[src/rtl/can_frame_sequencer.sv]
// Serialises one CAN frame (11-bit ID, 0..8 data bytes) into crc_create's
// init/id_en/data_en/bit_in controls and mirrors the stream on tx_bit.
module can_frame_sequencer #(
  parameter int BIT_DIV = 1
) (
  input  logic        clk,
  input  logic        rst,
  input  logic        req_valid,
  output logic        req_ready,
  input  logic [10:0] req_id,
  input  logic [3:0]  req_dlc,
  input  logic [63:0] req_data,
  input  logic        abort,
  output logic        crc_init,
  output logic        crc_id_en,
  output logic        crc_data_en,
  output logic        crc_bit,
  output logic        tx_bit,
  output logic        busy,
  output logic        done
);

  // state  | meaning
  // IDLE   | ready for a request
  // INIT   | one-cycle crc_init pulse
  // ID     | shifting 11 identifier bits
  // DATA   | shifting 8*n payload bits
  // DONE   | one-cycle done pulse
  typedef enum logic [2:0] {S_IDLE, S_INIT, S_ID, S_DATA, S_DONE} state_t;

  localparam int DIV_W = (BIT_DIV > 1) ? $clog2(BIT_DIV) : 1;
  localparam logic [DIV_W-1:0] DIV_LOAD = DIV_W'(BIT_DIV - 1);

  state_t state_q, state_d;
  logic [DIV_W-1:0] div_q, div_d;
  logic [3:0]  id_idx_q, id_idx_d;
  logic [5:0]  data_idx_q, data_idx_d;
  logic [10:0] id_q, id_d;
  logic [3:0]  n_q, n_d;
  logic [63:0] data_q, data_d;
  logic req_ready_q, req_ready_d;
  logic crc_init_q, crc_init_d;
  logic crc_id_en_q, crc_id_en_d;
  logic crc_data_en_q, crc_data_en_d;
  logic crc_bit_q, crc_bit_d;
  logic tx_bit_q, tx_bit_d;
  logic busy_q, busy_d;
  logic done_q, done_d;

  logic       period_end;
  logic       first_clk;
  logic [6:0] last_data;
  logic [3:0] id_sel;
  logic [5:0] data_sel;

  always_comb begin
    state_d    = state_q;
    div_d      = div_q;
    id_idx_d   = id_idx_q;
    data_idx_d = data_idx_q;
    id_d       = id_q;
    n_d        = n_q;
    data_d     = data_q;
    period_end = (div_q == '0);
    last_data  = {n_q, 3'b000} - 7'd1;

    case (state_q)
      S_IDLE: begin
        if (req_valid) begin
          state_d = S_INIT;
          id_d    = req_id;
          n_d     = (req_dlc > 4'd8) ? 4'd8 : req_dlc;
          data_d  = req_data;
        end
      end
      S_INIT: begin
        if (abort) begin
          state_d = S_IDLE;
        end else begin
          state_d  = S_ID;
          div_d    = DIV_LOAD;
          id_idx_d = '0;
        end
      end
      S_ID: begin
        if (abort) begin
          state_d = S_IDLE;
        end else if (period_end) begin
          div_d = DIV_LOAD;
          if (id_idx_q == 4'd10) begin
            if (n_q == 4'd0) begin
              state_d = S_DONE;
            end else begin
              state_d    = S_DATA;
              data_idx_d = '0;
            end
          end else begin
            id_idx_d = id_idx_q + 4'd1;
          end
        end else begin
          div_d = div_q - 1'b1;
        end
      end
      S_DATA: begin
        if (abort) begin
          state_d = S_IDLE;
        end else if (period_end) begin
          div_d = DIV_LOAD;
          if ({1'b0, data_idx_q} == last_data) begin
            state_d = S_DONE;
          end else begin
            data_idx_d = data_idx_q + 6'd1;
          end
        end else begin
          div_d = div_q - 1'b1;
        end
      end
      S_DONE:  state_d = S_IDLE;
      default: state_d = S_IDLE;
    endcase

    // Outputs are decoded from the next state so they land registered in step with it.
    id_sel        = 4'd10 - id_idx_d;
    data_sel      = 6'd63 - data_idx_d;
    first_clk     = (div_d == DIV_LOAD);
    req_ready_d   = (state_d == S_IDLE);
    busy_d        = (state_d != S_IDLE);
    done_d        = (state_d == S_DONE);
    crc_init_d    = (state_d == S_INIT);
    crc_id_en_d   = (state_d == S_ID) && first_clk;
    crc_data_en_d = (state_d == S_DATA) && first_clk;
    crc_bit_d     = 1'b0;
    tx_bit_d      = 1'b1;
    if (state_d == S_ID) begin
      crc_bit_d = id_d[id_sel];
      tx_bit_d  = id_d[id_sel];
    end else if (state_d == S_DATA) begin
      crc_bit_d = data_d[data_sel];
      tx_bit_d  = data_d[data_sel];
    end
  end

  always_ff @(posedge clk) begin
    if (rst) begin
      state_q       <= S_IDLE;
      div_q         <= '0;
      id_idx_q      <= '0;
      data_idx_q    <= '0;
      id_q          <= '0;
      n_q           <= '0;
      data_q        <= '0;
      req_ready_q   <= 1'b1;
      crc_init_q    <= 1'b0;
      crc_id_en_q   <= 1'b0;
      crc_data_en_q <= 1'b0;
      crc_bit_q     <= 1'b0;
      tx_bit_q      <= 1'b1;
      busy_q        <= 1'b0;
      done_q        <= 1'b0;
    end else begin
      state_q       <= state_d;
      div_q         <= div_d;
      id_idx_q      <= id_idx_d;
      data_idx_q    <= data_idx_d;
      id_q          <= id_d;
      n_q           <= n_d;
      data_q        <= data_d;
      req_ready_q   <= req_ready_d;
      crc_init_q    <= crc_init_d;
      crc_id_en_q   <= crc_id_en_d;
      crc_data_en_q <= crc_data_en_d;
      crc_bit_q     <= crc_bit_d;
      tx_bit_q      <= tx_bit_d;
      busy_q        <= busy_d;
      done_q        <= done_d;
    end
  end

  assign req_ready   = req_ready_q;
  assign crc_init    = crc_init_q;
  assign crc_id_en   = crc_id_en_q;
  assign crc_data_en = crc_data_en_q;
  assign crc_bit     = crc_bit_q;
  assign tx_bit      = tx_bit_q;
  assign busy        = busy_q;
  assign done        = done_q;

endmodule
[config.mk]
export PLATFORM = sky130hd
export DESIGN_NAME = can_frame_sequencer
export DESIGN_NICKNAME = d
export VERILOG_FILES = /design/src/rtl/can_frame_sequencer.sv
export SDC_FILE = /design/constraint.sdc
export NUM_CORES = 1
export LEC_CHECK = 0
export CAP_MARGIN = 20
export CORE_MARGIN = 3
export CORE_UTILIZATION = 36
export CTS_CLUSTER_SIZE = 30
export DETAILED_ROUTE_END_ITERATION = 10
export GPL_TIMING_DRIVEN = 0
export PLACE_DENSITY = 0.66
export SYNTH_ARGS = -nofsm -noshare
export SYNTH_HDL_FRONTEND = slang
export SYNTH_SLANG_ARGS = --single-unit
[constraint.sdc]
create_clock -name clk -period 5.3 [get_ports clk]
set_input_delay 1.06 -clock clk [delete_from_list [all_inputs] [get_ports clk]]
set_output_delay 1.06 -clock clk [all_outputs]
set_load 0.01 [all_outputs]
Yosys cells after proc, flatten, opt, wreduce, memory -nomap -nowiden --
Cells that the tools add are included.
Operators by class: add/sub/neg operators 6, multiply operators 0, divide/modulo/power cells 0, $lt $le $gt $ge 3, eq/ne operators 9, shift operators 0, muxes and demuxes 40, bitwise logic cells 1, reductions and logical operators 8
Operator list (count):
- $mux W64 | 2
- $mux W6 | 7
- $mux W3 | 8
- $mux W11 | 2
- $mux W4 | 5
- $eq A3 B2 Y1 const B | 4
- $pmux W3 S4 | 1
- $pmux W6 S2 | 1
- $mux W1 | 9
- $pmux W4 S2 | 1
- $eq A6 B7 Y1 | 1
- $lt A6 B7 Y1 const B | 1
- $sub A7 B1 Y7 const B | 1
- $add A6 B1 Y6 const B | 1
- $bmux W1 S6 | 1
- $eq A3 B1 Y1 const B | 2
- $logic_not A3 Y1 | 2
- $sub A6 B6 Y6 const A | 1
- $lt A4 B5 Y1 const B | 1
- $add A4 B1 Y4 const B | 1
- $bmux W1 S4 | 1
- $eq A4 B4 Y1 const B | 1
- $gt A4 B4 Y1 const B | 1
- $logic_not A4 Y1 | 1
- other kinds (10) | 11
Word-level totals: flip-flop bits (word level) 101, bits in latches 0, RAM bits 0, bits in read-only memories 0, word-level logic and storage cells 82, memories kept 0

Logic depth before layout (Yosys ltp) --
Gate-level depths: netlist of the first run.
word-level depth 11, mapped depth 15, gate-level depth less buffers 12

Least setup slack after synthesis of the first run --
OpenSTA, ideal clock, no wires.
kind input port to flip-flop, start point input port abort, end point register crc_bit_q (netlist: crc_bit), setup time 0.133 ns, arrival time 3.739 ns, required time 5.167 ns, slack 1.428 ns, stages on the path 12, path through or4b_1 > buf_2 > nor2_2 > nand2_1 > mux2i_2 > ha_1 > xor2_1 > mux4_2 > nand2_1 > a21oi_1 > a41oi_1 > a311oi_1
On the way: elaborated cells between the ends (all ways) 20
RTL lines:
- start, declared | RTL line 13 | input logic abort,
- $mux W4 (on tied branches) | RTL line 86, 77
- $pmux W4 S2 * | RTL line 67 | case (state_q)
- via id_idx_d[0] | RTL line 36 | logic [3:0] id_idx_q, id_idx_d;
- $sub A4 B4 Y4 * | RTL line 123 | id_sel = 4'd10 - id_idx_d;
- $bmux W1 S4 * | RTL line 135 | crc_bit_d = id_d[id_sel];
- $mux W1 (not written as such) * | RTL line 135
- $mux W1 * | RTL line 134 | if (state_d == S_ID) begin
- end signal, assigned | RTL line 172 | crc_bit_q <= crc_bit_d;
- end, declared | RTL line 45 | logic crc_bit_q, crc_bit_d;
The timed path passes the listed nets; every way through them passes the cells marked *. The select of a mux whose other input is x is not followed. A chain may end at the register's enable or synchronous reset.

Final worst setup path of the first run --
Ends and elaborated chain as after synthesis.

==> results.py, run 1 <==
metrics = {
    "yosys": {
        "synth_seq_cells": 101,
        "yosys.area.top_type_share": 0.389,
        "synth_xor_area_frac": 0.00843,
        "synth-adder-area-share": 0.0120,
        "synth-compound-area-share": 0.236,
        "syn_avg_cell_area_um2": 7.66,
        "synth-edff-count": 0,
        "synth_common_cells": "nand2_1, a21oi_1, dfxtp_1",
        "netlist_area_mm2": 0.00520,
        "synth.most_common_cell": "nand2_1",
        "synth_top_area_cell": "dfxtp_1",
        "synth.area.top_cells": "dfxtp_1, nand2_1, a21oi_1",
        "async_flop_share": 0,
        "netlist_instances": 678,
        "yosysWarningCount": 0,
        "ys_types": 66,
        "synthMuxAreaShare": 0.0619,
        "synth_nets": 766,
        "synth_flop_cell": "dfxtp_1",
        "synth_top_family_by_area": "simple AND/OR/NAND/NOR gates",
        "synth_simple_gate_area_frac": 0.244,
        "seq_area_frac_synth": 0.389,
    },
    "grt": {
        "grt_use_total": 0.205,
        "antenna_found_initial": 0,
        "grt_pass1_wl_um": 26300,
        "grt_overflow_total": 0,
        "grt_max_degree": 15,
        "grt_pass1_vias": 5187,
    },
    "sta": {
        "worstMarginPinSlew_ps": 908,
        "rsz0062_at_grt": "no",
        "min_period_ps": 4610,
        "finClkSkew_ps": 6.74,
        "setup_violations": 0,
        "slew_viol_final": 0,
        "hold_viol": 0,
        "tns_ps": 0,
        "slew_headroom": 0.393,
        "max_freq_ghz": 0.217,
        "fin_crit_sh": 0.870,
    },
    "clocking": {
        "htree_levels": 3,
        "clk_latency_ps": 350,
        "numCtsBuffers": 9,
        "clock_path_buffers": 2,
        "postCtsHoldBufs": 0,
        "cts_resized": 0,
        "cts_root_buffer": "clkbuf_16",
        "clk_pin_slew_worst_paths_ps": 60,
        "tritoncts": "yes",
        "postCtsSetupBuffers": 0,
        "cts.sink_count": 101,
    },
    "power": {
        "power_density_mw_per_mm2": 259,
        "clkPwrFrac": 0.364,
        "pwr-share-comb": 0.156,
        "ir_drop_mv": 0.143,
        "seqPwrFrac": 0.479,
        "switchingPower_mw": 0.440,
        "p_sw_frac": 0.259,
        "p_int_mw": 1.26,
        "p_leak_nw": 2.36,
    },
    "floorplanning": {
        "dieArea_mm2": 0.0159,
        "rows": 43,
        "dieWidth_um": 126,
        "core_area_mm2": 0.0140,
        "die_h_um": 126,
        "start_util": 0.371,
        "io_pins": 91,
    },
    "worst_hold_path": {
        "holdCritStartpoint": "data_q[3]",
        "min_to": "data_q[3]",
        "hp-class": "flip-flop to flip-flop",
        "hold_depth": 2,
    },
    "placement": {
        "io_buffers": 89,
        "place.gp.congestion": 0.884,
        "hpwl_um": 11800,
        "place_inst": 947,
    },
    "cells_and_area": {
        "nFillCells": 1443,
        "nets": 866,
        "seq_area_mm2": 0.00202,
        "diodes": 0,
        "instances_no_fill": 961,
        "multiInputGateArea_mm2": 0.00292,
        "drive_above_1_share": 0.0538,
        "final_core_util": 0.470,
        "synthToLayoutAreaGrowth_pct": 26.6,
    },
    "worst_setup_path": {
        "cp-end-kind": "flip-flop",
        "r2r_cells": 15,
        "crit_type": "primary input to flip-flop",
        "crit_arrival_ps": 4840,
        "r2r-start": "n_q[0]",
        "reg2reg_to": "crc_bit",
        "cp.required_ps": 5520,
        "crit_fanout": 9,
        "cp-start-kind": "primary input",
        "ff2ff_setup_slack_ps": 1150,
    },
    "route": {
        "route.detailed.wl_per_inst_um": 16.7,
        "first_pass_iters": 5,
        "routed_wl_um": 16100,
        "postRouteAntennaNets": 0,
        "drtIter0Drc": 624,
        "num_vias": 5197,
        "route.detailed.drc": 0,
        "viasPerCell": 5.41,
    },
    "outcome": {
        "status": "complete, no violations",
    },
    "flow_run": {
        "drv_cap": 0,
    },
}
[worst max-delay path: stages]
cell and delay, ps:
clkdlybuf4s50_1 490, or4b_1 510, buf_2 170, nor2_2 170, nand2_1 110, mux2i_2 580, ha_1 390, nor3_1 200
a21oi_1 50, or3_1 300, a21oi_1 320, a41oi_1 80, a311oi_1 410
[layout make-up]
class,count,area share
Sequential cell,101,0.307
Inverter,11,0.00628
Multi-Input combinational cell,517,0.444
Buffer,49,0.0320
Clock buffer,12,0.0390
Timing Repair Buffer,89,0.135
Clock inverter,2,0.00152
Tap cell,180,0.0342
[kinds of logic (layout without fill, tap and decap cells)]
kind of cell / Yosys count / after routing
compound gates: 198 / 198
xor+xnor: 5 / 5
fa+ha+maj: 5 / 5
buf+inv: 60 / 163
flops: 101 / 101
mux: 29 / 29
simple gates: 280 / 280
[metal layers]
metal | vias to the layer above | GRT usage | routed length (µm)
li1 | 2607 | - | -
met5 | - | 0 | 0
met1 | 2407 | 0.271 | 7350
met4 | 0 | 0.0580 | 306
met3 | 20 | 0.0462 | 938
met2 | 163 | 0.336 | 7470
[metrics by stage]
step	total power, mW	worst slack (ps)	instance area, µm²	hold WS (ps)
2_1_floorplan	0.976	1430	5200	432
3_3_place_gp	1.09	390	6310	440
3_5_place_dp	1.10	405	6310	447
6_report	1.70	688	6580	454
5_1_grt	1.78	461	6580	478
4_1_cts	1.71	747	6580	456
[layout by cell type, fill, tap and decap left out, types with 11 or more instances in the layout]
master,count
nand4_1,13
mux2i_1,24
o211ai_1,13
nand2_1,159
clkdlybuf4s50_1,89
inv_1,11
clkbuf_1,31
nor2_1,37
o21ai_0,23
nand3_1,21
a21oi_1,104
dfxtp_1,101
[state kept, by name, summed over array words and instances (netlist names), 3 cells and up]
name        cells
n_q             4
id_q           11
state_q         3
id_idx_q        4
data_idx_q      6
data_q         64
[power groups by stage]
stage	registers, mW	clock network, mW	logic [mW]
floorplan	0.829	0	0.147
global placement	0.831	0	0.262
detailed placement	0.832	0	0.264
CTS	0.815	0.634	0.265
global route	0.820	0.665	0.295
finish	0.815	0.619	0.266
[worst max-delay path by stage]
stage / endpoint / slack [ps] / from / cells past startpoint
CTS: crc_bit / 750 / abort / 13
global route: crc_bit / 460 / abort / 13
detailed placement: crc_bit / 400 / abort / 13
floorplan: crc_bit / 1430 / abort / 12
finish: crc_bit / 690 / abort / 13
global placement: crc_bit / 390 / abort / 13
Power figures use the tool's default switching activity.
==> run 2: changes to the inputs <==
--- a/config.mk
+++ b/config.mk
@@ -6,12 +6,15 @@
 export NUM_CORES = 1
 export LEC_CHECK = 0
 export CAP_MARGIN = 20
+export CORE_ASPECT_RATIO = 0.8
 export CORE_MARGIN = 3
 export CORE_UTILIZATION = 36
 export CTS_CLUSTER_SIZE = 30
 export DETAILED_ROUTE_END_ITERATION = 10
+export DONT_BUFFER_PORTS = 1
 export GPL_TIMING_DRIVEN = 0
-export PLACE_DENSITY = 0.66
+export PLACE_DENSITY = 0.58
+export SLEW_MARGIN = 40
 export SYNTH_ARGS = -nofsm -noshare
 export SYNTH_HDL_FRONTEND = slang
 export SYNTH_SLANG_ARGS = --single-unit
==> results.py, run 2 (same netlist as run 1, synthesis figures left out) <==
metrics = {
    "floorplanning": {
        "core_area_mm2": 0.0138,
        "dieWidth_um": 140,
        "start_util": 0.376,
        "dieArea_mm2": 0.0159,
        "io_pins": 91,
        "rows": 38,
        "die_h_um": 113,
    },
    "power": {
        "ir_drop_mv": 0.166,
        "power_density_mw_per_mm2": 289,
        "p_leak_nw": 2.02,
    },
    "cells_and_area": {
        "synthToLayoutAreaGrowth_pct": 9.78,
        "drive_above_1_share": 0.0648,
        "largest_reg_flops": 64,
        "nets": 777,
        "layout_commonest_cell": "nand2_1",
        "final_cell_mix": "nand2_1, a21oi_1, dfxtp_1, nor2_1, clkbuf_1",
        "diodes": 0,
        "top_regs": "data_q x64, id_q x11, data_idx_q x6",
        "top_register": "data_q",
    },
    "route": {
        "drtIter0Drc": 448,
        "routed_wl_um": 16400,
        "viasPerCell": 5.78,
        "first_pass_iters": 5,
        "postRouteAntennaNets": 0,
        "num_vias": 5049,
        "route.detailed.wl_per_inst_um": 18.8,
        "route.detailed.drc": 0,
    },
    "sta": {
        "hold_viol": 0,
        "slew_viol_final": 0,
        "finClkSkew_ps": 9.47,
        "slew_headroom": 0.500,
        "fin_crit_sh": 0.809,
        "hold_slack_ps": 456,
        "max_freq_ghz": 0.233,
        "setup_violations": 0,
        "rsz0062_at_grt": "no",
        "min_period_ps": 4290,
        "tns_ps": 0,
        "worstMarginPinSlew_ps": 748,
    },
    "flow_run": {
        "drv_cap": 0,
    },
    "worst_setup_path": {
        "crit_arrival_ps": 4510,
        "cp-end-kind": "flip-flop",
        "cp-start-kind": "flip-flop",
        "crit_fanout": 10,
        "cp.required_ps": 5530,
        "r2r_cells": 13,
        "crit_type": "flip-flop to flip-flop",
    },
    "clocking": {
        "postCtsSetupBuffers": 0,
        "clock_path_buffers": 2,
        "tritoncts": "yes",
        "cts_root_buffer": "clkbuf_16",
        "clk_latency_ps": 360,
        "clk_pin_slew_worst_paths_ps": 80,
        "htree_levels": 3,
        "numCtsBuffers": 9,
        "cts_resized": 0,
        "cts.sink_count": 101,
        "postCtsHoldBufs": 0,
    },
    "grt": {
        "grt_overflow_total": 0,
        "grt_use_total": 0.203,
        "grt_pass1_wl_um": 25800,
        "antenna_found_initial": 0,
        "grt_pass1_vias": 4876,
        "grt_max_degree": 18,
    },
    "placement": {
        "hpwl_um": 12200,
        "place.gp.congestion": 0.884,
        "io_buffers": 0,
    },
    "worst_hold_path": {
        "hp-class": "flip-flop to flip-flop",
        "hold_depth": 2,
    },
    "outcome": {
        "status": "complete, no violations",
    },
}
run 2: changes by cell type in the layout (fill, tap and decap cells not counted):
cell,delta
clkdlybuf4s50_1,-89
clkinv_8,+1
clkbuf_8,-2
nor2_2,+1
clkinv_4,+2
clkinvlp_4,+1
nor2_1,-1
run 2: final timing paths:
check / startpoint / endpoint / slack, ps
worst max register to register: n_q[0] / crc_bit / 1010
worst min register to register: data_q[52] / data_q[52] / 460
worst max-delay path: n_q[0] / crc_bit / 1010
worst min-delay path: data_q[52] / data_q[52] / 460
run 2: where the power goes:
group	internal [mW]	switching [mW]	total (mW)
clock network	0.323	0.312	0.635
registers	0.799	0.0179	0.817
logic	0.0679	0.129	0.197
total	1.19	0.459	1.65
run 2: layer usage:
| metal | GRT usage | share of wire |
|---|---|---|
| met5 | 0 | 0 |
| met4 | 0.0510 | 0.014 |
| met2 | 0.304 | 0.43 |
| met3 | 0.0754 | 0.10 |
| met1 | 0.279 | 0.46 |
run 2: metrics by stage:
| stage | power [mW] | cells | worst slack [ps] | util | instance area (µm²) |
|---|---|---|---|---|---|
| floorplan | 0.976 | 678 | 1430 | - | 5200 |
| global placement | 1.02 | 858 | 829 | 0.392 | 5420 |
| detailed placement | 1.03 | 858 | 762 | 0.392 | 5420 |
| CTS | 1.66 | 874 | 1110 | 0.412 | 5700 |
| global route | 1.72 | 874 | 862 | 0.412 | 5700 |
| finish | 1.65 | 874 | 1010 | 0.412 | 5700 |
run 2: area by class of cell:
cell class,count,area (µm²)
plain buffers,49,210
clock buffers,10,229
clock inverters,6,51.3
fillers,1386,8130
inverters,11,41.3
multi-input cells,517,2930
flip-flops and latches,101,2020
well taps,180,225
run 2: critical path: stages (launching register included):
cell and delay, ps:
dfxtp_1 410, inv_1 70, ha_1 220, xor2_1 170, or4b_1 550, a211oi_1 380, o21ai_2 240, nand2_1 500
buf_2 390, nand2_1 90, a311oi_1 370, nand4b_1 190, a41oi_1 150, a311oi_1 410
==> patch, RTL diff (settings of run 2) <==
`data_q` no longer has a reset.
--- a/src/rtl/can_frame_sequencer.sv
+++ b/src/rtl/can_frame_sequencer.sv
@@ -148,7 +148,6 @@
       data_idx_q    <= '0;
       id_q          <= '0;
       n_q           <= '0;
-      data_q        <= '0;
       req_ready_q   <= 1'b1;
       crc_init_q    <= 1'b0;
       crc_id_en_q   <= 1'b0;
@@ -164,7 +163,6 @@
       data_idx_q    <= data_idx_d;
       id_q          <= id_d;
       n_q           <= n_d;
-      data_q        <= data_d;
       req_ready_q   <= req_ready_d;
       crc_init_q    <= crc_init_d;
       crc_id_en_q   <= crc_id_en_d;
@@ -174,6 +172,10 @@
       busy_q        <= busy_d;
       done_q        <= done_d;
     end
+  end
+
+  always_ff @(posedge clk) begin
+    data_q <= data_d;
   end
 
   assign req_ready   = req_ready_q;
Function: no difference found for any inputs over 10 cycles, from zero or initial values and one cycle with rst high; that may be too few to reach the edited logic, so the function may still have changed.
==> patch against run 2 <==
Combinational power rose by 22%. Synthesized area fell by 6.9%. Sequential cell count did not move. Total power rose by 4.8%. Count of clock-buffer cells in the layout rose by 2. Final area fell by 6.6%. Clock skew fell by 0.0065 ns. Worst setup slack improved by 0.65 ns. Core utilization fell by 0.28 points. Maximum frequency rose by 18%. Routed wire length fell by 22%. Sequential power rose by 6.5%. Largest cell class unchanged.
==> patch: results <==
run_status:
  status: "complete, no violations"
power:
  swShare: 0.271
  cellLeakagePower_nw: 2.29
  irDropWorstVdd_uv: 159
global_routing:
  grt_usage: 0.176
  grt_pass1_vias: 4096
  groute.layer.met1.usage: 0.236
  grt_max_degree: 16
  use_met2: 0.284
  grt_pass1_wl_mm: 20.6
  use_met3: 0.0453
setup_path:
  cp_slowest_stage_delay_ns: 0.54
  r2r_setup_slack_ns: 1.75
  crit_family: "simple AND/OR/NAND/NOR gates"
  cpMaxStageDelayCell: "or4b_1"
  reg2regPathDepth: 14
  crit_fanout: 10
  critPathArrivalTime_ns: 3.91
  cp-endpoint: "tx_bit"
  critPathLaunch: "abort"
routing:
  via_per_inst: 5.26
  post_drt_wl_per_cell_um: 15.7
  drt_iter0_markers: 309
placed_design:
  place_hpwl_mm: 9.56
  post-place-ws_ns: 1.33
  gp_congestion: 0.881
hold_path:
  whs_endpoint: "data_q[33]"
  hp-start: "data_q[33]"
final_layout:
  drive_above_1_share: 0.0761
  layout.nets: 728
  diodes: 0
yosys:
  synth_common_cells: "nand2_1 (231), dfxtp_1 (101), nor2_1 (34)"
  yosysSeqAreaShare: 0.418
  ys_types: 64
  synth_nets: 717
  synth.area.top_cells: "dfxtp_1 (42%), nand2_1 (18%), mux2i_1 (6.4%)"
clock_network:
  clock_latency_ns: 0.34
  cts_root_buf: "clkbuf_16"
  cts_htree_levels: 3
timing:
  skew_ns: 0.00300
  fin_ws_ns: 1.66
  tightest_slew_ns: 0.745
[patch: final cells by class]
class / count / area (um^2)
fillers: 1324 / 7680
multi-input cells: 482 / 2590
flip-flops and latches: 101 / 2020
clock buffers: 12 / 246
well taps: 175 / 219
plain buffers: 36 / 186
inverters: 10 / 37.5
clock inverters: 3 / 22.5
[patch: through the flow]
stage	hold slack, ns	utilization	std cells	instance area (um^2)	total power, mW
2_1_floorplan	0.414	-	629	4840	1.06
3_3_place_gp	0.427	0.389	804	5060	1.12
3_5_place_dp	0.429	0.389	804	5060	1.13
4_1_cts	0.446	0.409	819	5330	1.74
5_1_grt	0.465	0.409	819	5330	1.81
6_report	0.445	0.409	819	5330	1.73
[patch: worst register-to-register path: stages, from the launching register on]
cell and delay (ns):
dfxtp_1 0.39, inv_1 0.06, ha_1 0.23, xnor2_1 0.16
nor3b_1 0.35, o31a_1 0.22, buf_6 0.15, nor2_2 0.09
o211ai_2 0.43, buf_2 0.30, nor3_1 0.08, a211oi_1 0.43
o221ai_1 0.19, a21oi_2 0.23, o22ai_1 0.10
[patch: power by group through the flow]
stage	logic (mW)	registers (mW)	clock network [mW]
after floorplan	0.184	0.880	0
after global placement	0.235	0.884	0
after detailed placement	0.240	0.887	0
after CTS	0.242	0.870	0.633
after global routing	0.278	0.879	0.654
final	0.240	0.870	0.618
[patch: cells by family after synthesis]
kind of cell | synth area share
fa+ha+maj | 0.0129
xor+xnor | 0.0127
flops | 0.418
mux | 0.0734
compound gates | 0.127
simple gates | 0.310
buf+inv | 0.0463
[patch: routing by layer]
metal	share of wire	vias to the layer above
met1	0.47	2030
met3	0.063	11
met4	0.010	0
met2	0.46	119
met5	0	-
li1	-	2149
